$ cat config.mk
export PLATFORM = sky130hd
export DESIGN_NAME = cop0_exc_ctrl
export DESIGN_NICKNAME = d
export VERILOG_FILES = /design/src/rtl/cop0_pkg.sv /design/src/rtl/cop0_timer.sv /design/src/rtl/cop0_exc_ctrl.sv
export SDC_FILE = /design/constraint.sdc
export NUM_CORES = 1
export LEC_CHECK = 0
export CAP_MARGIN = 20
export CORE_ASPECT_RATIO = 1.75
export CORE_MARGIN = 1.5
export CORE_UTILIZATION = 35
export DETAILED_ROUTE_END_ITERATION = 10
export HOLD_SLACK_MARGIN = 0.05
export PLACE_DENSITY = 0.67
export SYNTH_ARGS = -nofsm -noshare
export SYNTH_HDL_FRONTEND = slang
export SYNTH_HIERARCHICAL = 1
export SYNTH_SLANG_ARGS = --single-unit
$ cat constraint.sdc
create_clock -name i_clk -period 3.8 [get_ports i_clk]
set_input_delay 0.76 -clock i_clk [delete_from_list [all_inputs] [get_ports i_clk]]
set_output_delay 0.76 -clock i_clk [all_outputs]
set_load 0.01 [all_outputs]
$ cat src/rtl/cop0_pkg.sv
// cop0_pkg: shared COP0 register numbers, exception codes, Status/Cause
// field positions and the exception-controller FSM state encoding.
package cop0_pkg;

    // COP0 register numbers (rd field of mfc0/mtc0)
    localparam logic [4:0] REG_COUNT   = 5'd9;
    localparam logic [4:0] REG_COMPARE = 5'd11;
    localparam logic [4:0] REG_STATUS  = 5'd12;
    localparam logic [4:0] REG_CAUSE   = 5'd13;
    localparam logic [4:0] REG_EPC     = 5'd14;

    // ExcCode values
    localparam logic [4:0] EXC_INT = 5'd0;
    localparam logic [4:0] EXC_RI  = 5'd10;
    localparam logic [4:0] EXC_OV  = 5'd12;

    // Status field positions
    localparam int ST_IE    = 0;
    localparam int ST_EXL   = 1;
    localparam int ST_IM_LO = 8;
    localparam int ST_IM_HI = 15;

    // Cause field positions; IP bit 15 is the timer pending bit
    localparam int CA_EXC_LO = 2;
    localparam int CA_EXC_HI = 6;
    localparam int CA_IP_LO  = 10;
    localparam int CA_IP_HI  = 15;
    localparam int CA_TI     = 15;

    // Only IE, EXL and IM are software-writable in Status
    localparam logic [31:0] STATUS_WMASK = 32'h0000_FF03;
    localparam logic [31:0] STATUS_RESET = 32'h0000_0002;

    typedef enum logic {
        ST_RUN   = 1'b0,
        ST_FLUSH = 1'b1
    } cop0_state_e;

endpackage

$ cat src/rtl/cop0_timer.sv
// cop0_timer: free-running Count, Compare and the sticky timer-pending bit.
// Only instantiated when COP0_TIMER_EN is defined.
module cop0_timer (
    input  logic        clk_i,
    input  logic        rst_i,
    input  logic        count_we_i,
    input  logic        compare_we_i,
    input  logic [31:0] wdata_i,
    output logic [31:0] count_o,
    output logic [31:0] compare_o,
    output logic        ip_o
);

    logic [31:0] count_q;
    logic [31:0] compare_q;
    logic        ip_q;

    // Count wraps naturally; a Compare write clears pending and wins over a match
    always_ff @(posedge clk_i or posedge rst_i) begin
        if (rst_i) begin
            count_q   <= '0;
            compare_q <= '0;
            ip_q      <= 1'b0;
        end else begin
            count_q <= count_we_i ? wdata_i : count_q + 32'd1;
            if (compare_we_i) begin
                compare_q <= wdata_i;
                ip_q      <= 1'b0;
            end else if (count_q == compare_q) begin
                ip_q <= 1'b1;
            end
        end
    end

    assign count_o   = count_q;
    assign compare_o = compare_q;
    assign ip_o      = ip_q;

endmodule

$ cat src/rtl/cop0_exc_ctrl.sv
// cop0_exc_ctrl: COP0 Status/Cause/EPC, exception prioritisation and the
// RUN/FLUSH redirect FSM. Optional timer (Count/Compare) enabled by the
// macro COP0_TIMER_EN. IRQ_W must be at most 5 (Cause bits 14:10).
module cop0_exc_ctrl
    import cop0_pkg::*;
#(
    parameter logic [31:0] EXC_VECTOR = 32'h0000_0180,
    parameter int          IRQ_W      = 5
) (
    input  logic             i_clk,
    input  logic             i_rst,
    input  logic             i_valid,
    input  logic             i_mfc0,
    input  logic             i_mtc0,
    input  logic             i_eret,
    input  logic             i_unknown_func,
    input  logic             i_overflow,
    input  logic [4:0]       i_cop0_reg,
    input  logic [31:0]      i_wdata,
    input  logic [31:0]      i_pc,
    input  logic [IRQ_W-1:0] i_irq,
    output logic [31:0]      o_rdata,
    output logic             o_redirect,
    output logic [31:0]      o_redirect_addr,
    output logic             o_stall,
    output logic [31:0]      o_epc
);

    cop0_state_e state_q, state_d;
    logic [31:0] status_q, status_d;
    logic [31:0] epc_q, epc_d;
    logic [31:0] target_q, target_d;
    logic [4:0]  exccode_q, exccode_d;
    logic [IRQ_W-1:0] ip_q;

    logic        timer_ip;
    logic [31:0] count_val;
    logic [31:0] compare_val;
    logic [5:0]  ip_field;
    logic [31:0] cause_rd;
    logic        run_valid;
    logic        irq_pend;
    logic        exc_take;
    logic        mtc0_ok;
    logic        eret_ok;
    logic [4:0]  exc_code;

    // mfc0 needs no decode: read data is driven from the register number alone
    logic unused_mfc0;
    assign unused_mfc0 = i_mfc0;

`ifdef COP0_TIMER_EN
    cop0_timer u_timer (
        .clk_i        (i_clk),
        .rst_i        (i_rst),
        .count_we_i   (mtc0_ok && (i_cop0_reg == REG_COUNT)),
        .compare_we_i (mtc0_ok && (i_cop0_reg == REG_COMPARE)),
        .wdata_i      (i_wdata),
        .count_o      (count_val),
        .compare_o    (compare_val),
        .ip_o         (timer_ip)
    );
`else
    assign timer_ip    = 1'b0;
    assign count_val   = '0;
    assign compare_val = '0;
`endif

    // Cause.IP view: external lines from bit 10 upward, timer on bit 15
    always_comb begin
        ip_field = '0;
        ip_field[IRQ_W-1:0] = ip_q;
        ip_field[CA_TI-CA_IP_LO] = timer_ip;
    end

    assign cause_rd  = {16'b0, ip_field, 3'b0, exccode_q, 2'b0};
    assign irq_pend  = status_q[ST_IE] & ~status_q[ST_EXL]
                     & (|(ip_field & status_q[CA_IP_HI:CA_IP_LO]));
    assign run_valid = (state_q == ST_RUN) && i_valid;
    assign exc_take  = run_valid && (i_unknown_func || i_overflow || irq_pend);
    assign exc_code  = i_unknown_func ? EXC_RI : (i_overflow ? EXC_OV : EXC_INT);
    assign mtc0_ok   = run_valid && i_mtc0 && !exc_take;
    assign eret_ok   = run_valid && i_eret && !exc_take;

    // Combinational mfc0 read mux; unimplemented numbers read zero
    always_comb begin
        o_rdata = '0;
        case (i_cop0_reg)
            REG_STATUS:  o_rdata = status_q;
            REG_CAUSE:   o_rdata = cause_rd;
            REG_EPC:     o_rdata = epc_q;
            REG_COUNT:   o_rdata = count_val;
            REG_COMPARE: o_rdata = compare_val;
            default:     o_rdata = '0;
        endcase
    end

    // Next-state: exceptions beat mtc0/eret; FLUSH always returns to RUN
    always_comb begin
        state_d   = state_q;
        status_d  = status_q;
        exccode_d = exccode_q;
        epc_d     = epc_q;
        target_d  = target_q;
        case (state_q)
            ST_RUN: begin
                if (exc_take) begin
                    exccode_d = exc_code;
                    if (!status_q[ST_EXL]) epc_d = i_pc;
                    status_d[ST_EXL] = 1'b1;
                    target_d = EXC_VECTOR;
                    state_d  = ST_FLUSH;
                end else begin
                    if (mtc0_ok) begin
                        case (i_cop0_reg)
                            REG_STATUS: status_d  = i_wdata & STATUS_WMASK;
                            REG_CAUSE:  exccode_d = i_wdata[CA_EXC_HI:CA_EXC_LO];
                            REG_EPC:    epc_d     = i_wdata;
                            default:    ;
                        endcase
                    end
                    if (eret_ok) begin
                        status_d[ST_EXL] = 1'b0;
                        target_d = epc_q;
                        state_d  = ST_FLUSH;
                    end
                end
            end
            ST_FLUSH: state_d = ST_RUN;
            default:  state_d = ST_RUN;
        endcase
    end

    // State and architectural registers; reset drops any pending redirect at once
    always_ff @(posedge i_clk or posedge i_rst) begin
        if (i_rst) begin
            state_q   <= ST_RUN;
            status_q  <= STATUS_RESET;
            exccode_q <= '0;
            epc_q     <= '0;
            target_q  <= '0;
            ip_q      <= '0;
        end else begin
            state_q   <= state_d;
            status_q  <= status_d;
            exccode_q <= exccode_d;
            epc_q     <= epc_d;
            target_q  <= target_d;
            ip_q      <= i_irq;
        end
    end

    assign o_redirect      = (state_q == ST_FLUSH);
    assign o_stall         = (state_q == ST_FLUSH);
    assign o_redirect_addr = target_q;
    assign o_epc           = epc_q;

endmodule

==> results of run 1 <==
==> layer usage <==
layer / vias to the layer above / track usage, % / part of all wire, %
li1: 1923 / - / -
met1: 2180 / 27.76 / 37
met2: 237 / 41.46 / 52
met3: 56 / 3.629 / 5.8
met4: 0 / 15.24 / 6.1
met5: - / 0 / 0
==> cells in the mapped netlist <==
cell type | n | area [sq um]
nor3b_2 | 1 | 12.51
buf_6 | 5 | 56.30
or2_2 | 1 | 6.260
buf_2 | 4 | 20.02
nor2b_1 | 2 | 12.51
o21ai_1 | 1 | 5.000
nand3b_1 | 2 | 15.01
or3b_1 | 2 | 17.52
nor3b_1 | 1 | 7.510
mux2_4 | 39 | 585.6
and2_1 | 18 | 112.6
inv_1 | 10 | 37.54
a32oi_1 | 1 | 8.760
inv_2 | 1 | 3.750
and3_1 | 1 | 6.260
mux2i_1 | 2 | 20.02
a222oi_1 | 5 | 50.05
o311ai_2 | 1 | 16.27
mux2_1 | 2 | 22.52
nand2b_1 | 2 | 12.51
or3_1 | 3 | 18.77
o211ai_1 | 33 | 247.7
nor2_1 | 5 | 18.77
a22oi_1 | 3 | 22.52
clkbuf_1 | 32 | 120.1
a22oi_2 | 2 | 25.02
nor3_1 | 3 | 15.01
a211oi_4 | 1 | 20.02
buf_4 | 1 | 7.510
o32a_1 | 5 | 50.05
o21ai_0 | 32 | 160.2
nand4_1 | 32 | 200.2
dfrtp_1 | 84 | 2102
dfstp_2 | 1 | 26.28
nand3_1 | 32 | 160.2
nand2_1 | 2 | 7.510
a22o_1 | 40 | 350.3
==> layout make-up <==
type,count,area (sq um),share of cell area [%]
inverter,11,42.54,0.6138
clock buffer,10,229.0,3.304
sequential,85,2128,30.71
timing repair buffer,200,1992,28.74
multi-input combinational,274,2237,32.28
clock inverter,6,87.58,1.264
tap,171,214.0,3.087
==> power by group through the flow <==
| stage | logic (uW) | registers (uW) | clock network (uW) |
|---|---|---|---|
| 2_1_floorplan | 529 | 1410 | 0 |
| 3_3_place_gp | 1230 | 1370 | 0 |
| 3_5_place_dp | 1270 | 1380 | 0 |
| 4_1_cts | 1280 | 1370 | 971 |
| 5_1_grt | 1360 | 1400 | 1010 |
| 6_report | 1270 | 1370 | 953 |
==> per-stage QoR <==
step           hold WS, ns  util (%)  area, sq um
4_1_cts             0.5073     53.64         6903
3_3_place_gp        0.4886     51.18         6586
3_5_place_dp        0.4906     51.18         6586
6_report            0.5027     53.86         6930
5_1_grt             0.5170     53.86         6930
2_1_floorplan       0.4823         -         4581
==> cell families after synthesis <==
logic type	count (synthesis)	share of synthesized area, %
AO/OA/AOI/OAI	124	20.87
buffers and inverters	53	5.354
flip-flops	85	46.46
multiplexers	43	13.71
AND/OR/NAND/NOR	107	13.60
==> sequential cells by signal, summed over array words and instances, names as in the netlist <==
register         flops
o_epc               32
o_redirect_addr     32
status_q            10
exccode_q            5
ip_q                 5
o_redirect           1
==> worst min path at each step <==
| stage | endpoint | cells past startpoint | slack [ns] | from |
|---|---|---|---|---|
| 5_1_grt | o_redirect_addr[25] | 1 | 0.52 | o_redirect_addr[25] |
| 2_1_floorplan | status_q[15] | 1 | 0.48 | status_q[15] |
| 3_5_place_dp | o_redirect_addr[18] | 1 | 0.49 | o_redirect_addr[18] |
| 3_3_place_gp | o_redirect_addr[24] | 1 | 0.49 | o_redirect_addr[24] |
| 6_report | o_redirect_addr[26] | 1 | 0.50 | o_redirect_addr[26] |
| 4_1_cts | o_redirect_addr[21] | 1 | 0.51 | o_redirect_addr[21] |
==> worst max-delay path, cell delays in order <==
cell and delay (ns):
clkdlybuf4s50_1 0.39, nand3b_1 0.27, nor3b_4 0.23, buf_4 0.26, a22o_1 0.17, clkdlybuf4s50_1 0.58
==> impl_metrics.tcl, run 1 <==
set metrics [dict create \
    slew_viol_final 0 \
    timing.final.ws_setup_ns 0.3699 \
    cp-end-kind "output port" \
    worstMarginPinSlew_ns 1.083 \
    clkPwrFrac_pct 26.5 \
    pwr_density_cell_mw_per_mm2 518.2 \
    firstDrtPassIters 5 \
    cp.arrival_ns 2.67 \
    mostFrequentLayoutCell "clkdlybuf4s50_1" \
    r2r_start "o_redirect" \
    die_x_microns 89.48 \
    ir_drop_mv 0.2407 \
    num-fill-cells 1162 \
    syn-num-nets 494 \
    cts_root_buf "clkbuf_16" \
    io_pins 180 \
    avgSynthCellArea_sq_um 11.12 \
    path_max_fanout 16 \
    cp-startpoint "i_cop0_reg[4]" \
    place_inst 740 \
    h-tree-depth 3 \
    grt_max_degree 59 \
    post_cts_buffers 0 \
    rsz0062_at_grt "no" \
    worstSkewPairLatency_ns 0.35 \
    clkTransAtPathRegs_ns 0.06 \
    fmax_mhz 291.5 \
    p_sw_uw 1114 \
    ctsHoldBuffers 0 \
    drc 0 \
    synth.yosys.seq_area_share_pct 46.46 \
    gp_congestion 0.8203 \
    drtIter0Drc 276 \
    critPathCapture "o_rdata[0]" \
    yosys_warnings 6 \
    vias 4396 \
    die_height_microns 154.3 \
    coreArea_sq_mm 0.01287 \
    min_path_type "flip-flop to flip-flop" \
    pwr-share-seq_pct 38.1 \
    combPwrFrac_pct 35.4 \
    drive_gt1_share_pct 15.36 \
    reg2reg_to "o_epc[20]" \
    rows 55 \
    status "finished, final reports clean" \
    nets 663 \
    avgViaCountPerCell 5.807 \
    place_ws_ns 0.3659 \
    wirelength_microns 16290 \
    diodes 0 \
    drv.max_cap_violation_count 0 \
    fin_crit_ns 3.430 \
    r2r_slack_ns 1.53 \
    clock_path_buffers 2 \
    instances_no_fill 757 \
    grt_pass1_vias 4576 \
    period_share_pct 90.27 \
    leakage_uw 0.002867 \
    cts_tree "yes" \
    cts_resized 0 \
    setup_violations 0 \
    area_delta_synth_final_pct 51.30 \
    grt_overflow 0 \
    die_area_sq_mm 0.01381 \
    fin_skew_ns 0.007167 \
    grt_pass1_wl_microns 25310 \
    antenna_found_initial 0 \
    clock_sinks 85 \
    gr-usage-all-layers_pct 24.39 \
    finalHoldViolations 0 \
    synth-seq-cells 85 \
    cts_buffers 9 \
    synth_cells 412 \
    start_kind "input port" \
    most-common-layout-cells "178 x clkdlybuf4s50_1, 84 x dfrtp_1, 40 x a22o_1" \
    relSlewSlack_pct 27.83 \
    dp_hpwl_microns 11430 \
    ant_nets 0 \
    cp.required_ns 3.04 \
    wl_per_cell_microns 21.51 \
    finalPower_uw 3592 \
    fin_setup_tns_ns 0 \
    r2r_cells 4 \
    switching_share_pct 31.02 \
    path_class "input port to output port" \
    place.port_buffers 178 \
    synth_area_sq_mm 0.004581 \
    ys_types 37 \
    start_util_pct 35.60 \
    p_int_uw 2477 \
]
Note: power is estimated with default switching activity, not from simulation.
==> run 2, diff against run 1 <==
--- a/config.mk
+++ b/config.mk
@@ -5,6 +5,7 @@
 export SDC_FILE = /design/constraint.sdc
 export NUM_CORES = 1
 export LEC_CHECK = 0
+export ABC_CLOCK_PERIOD_IN_PS = 3800
 export CAP_MARGIN = 20
 export CORE_ASPECT_RATIO = 1.75
 export CORE_MARGIN = 1.5
==> results of run 2 <==
Final layout, timing and power as in run 1 (identical DEF).
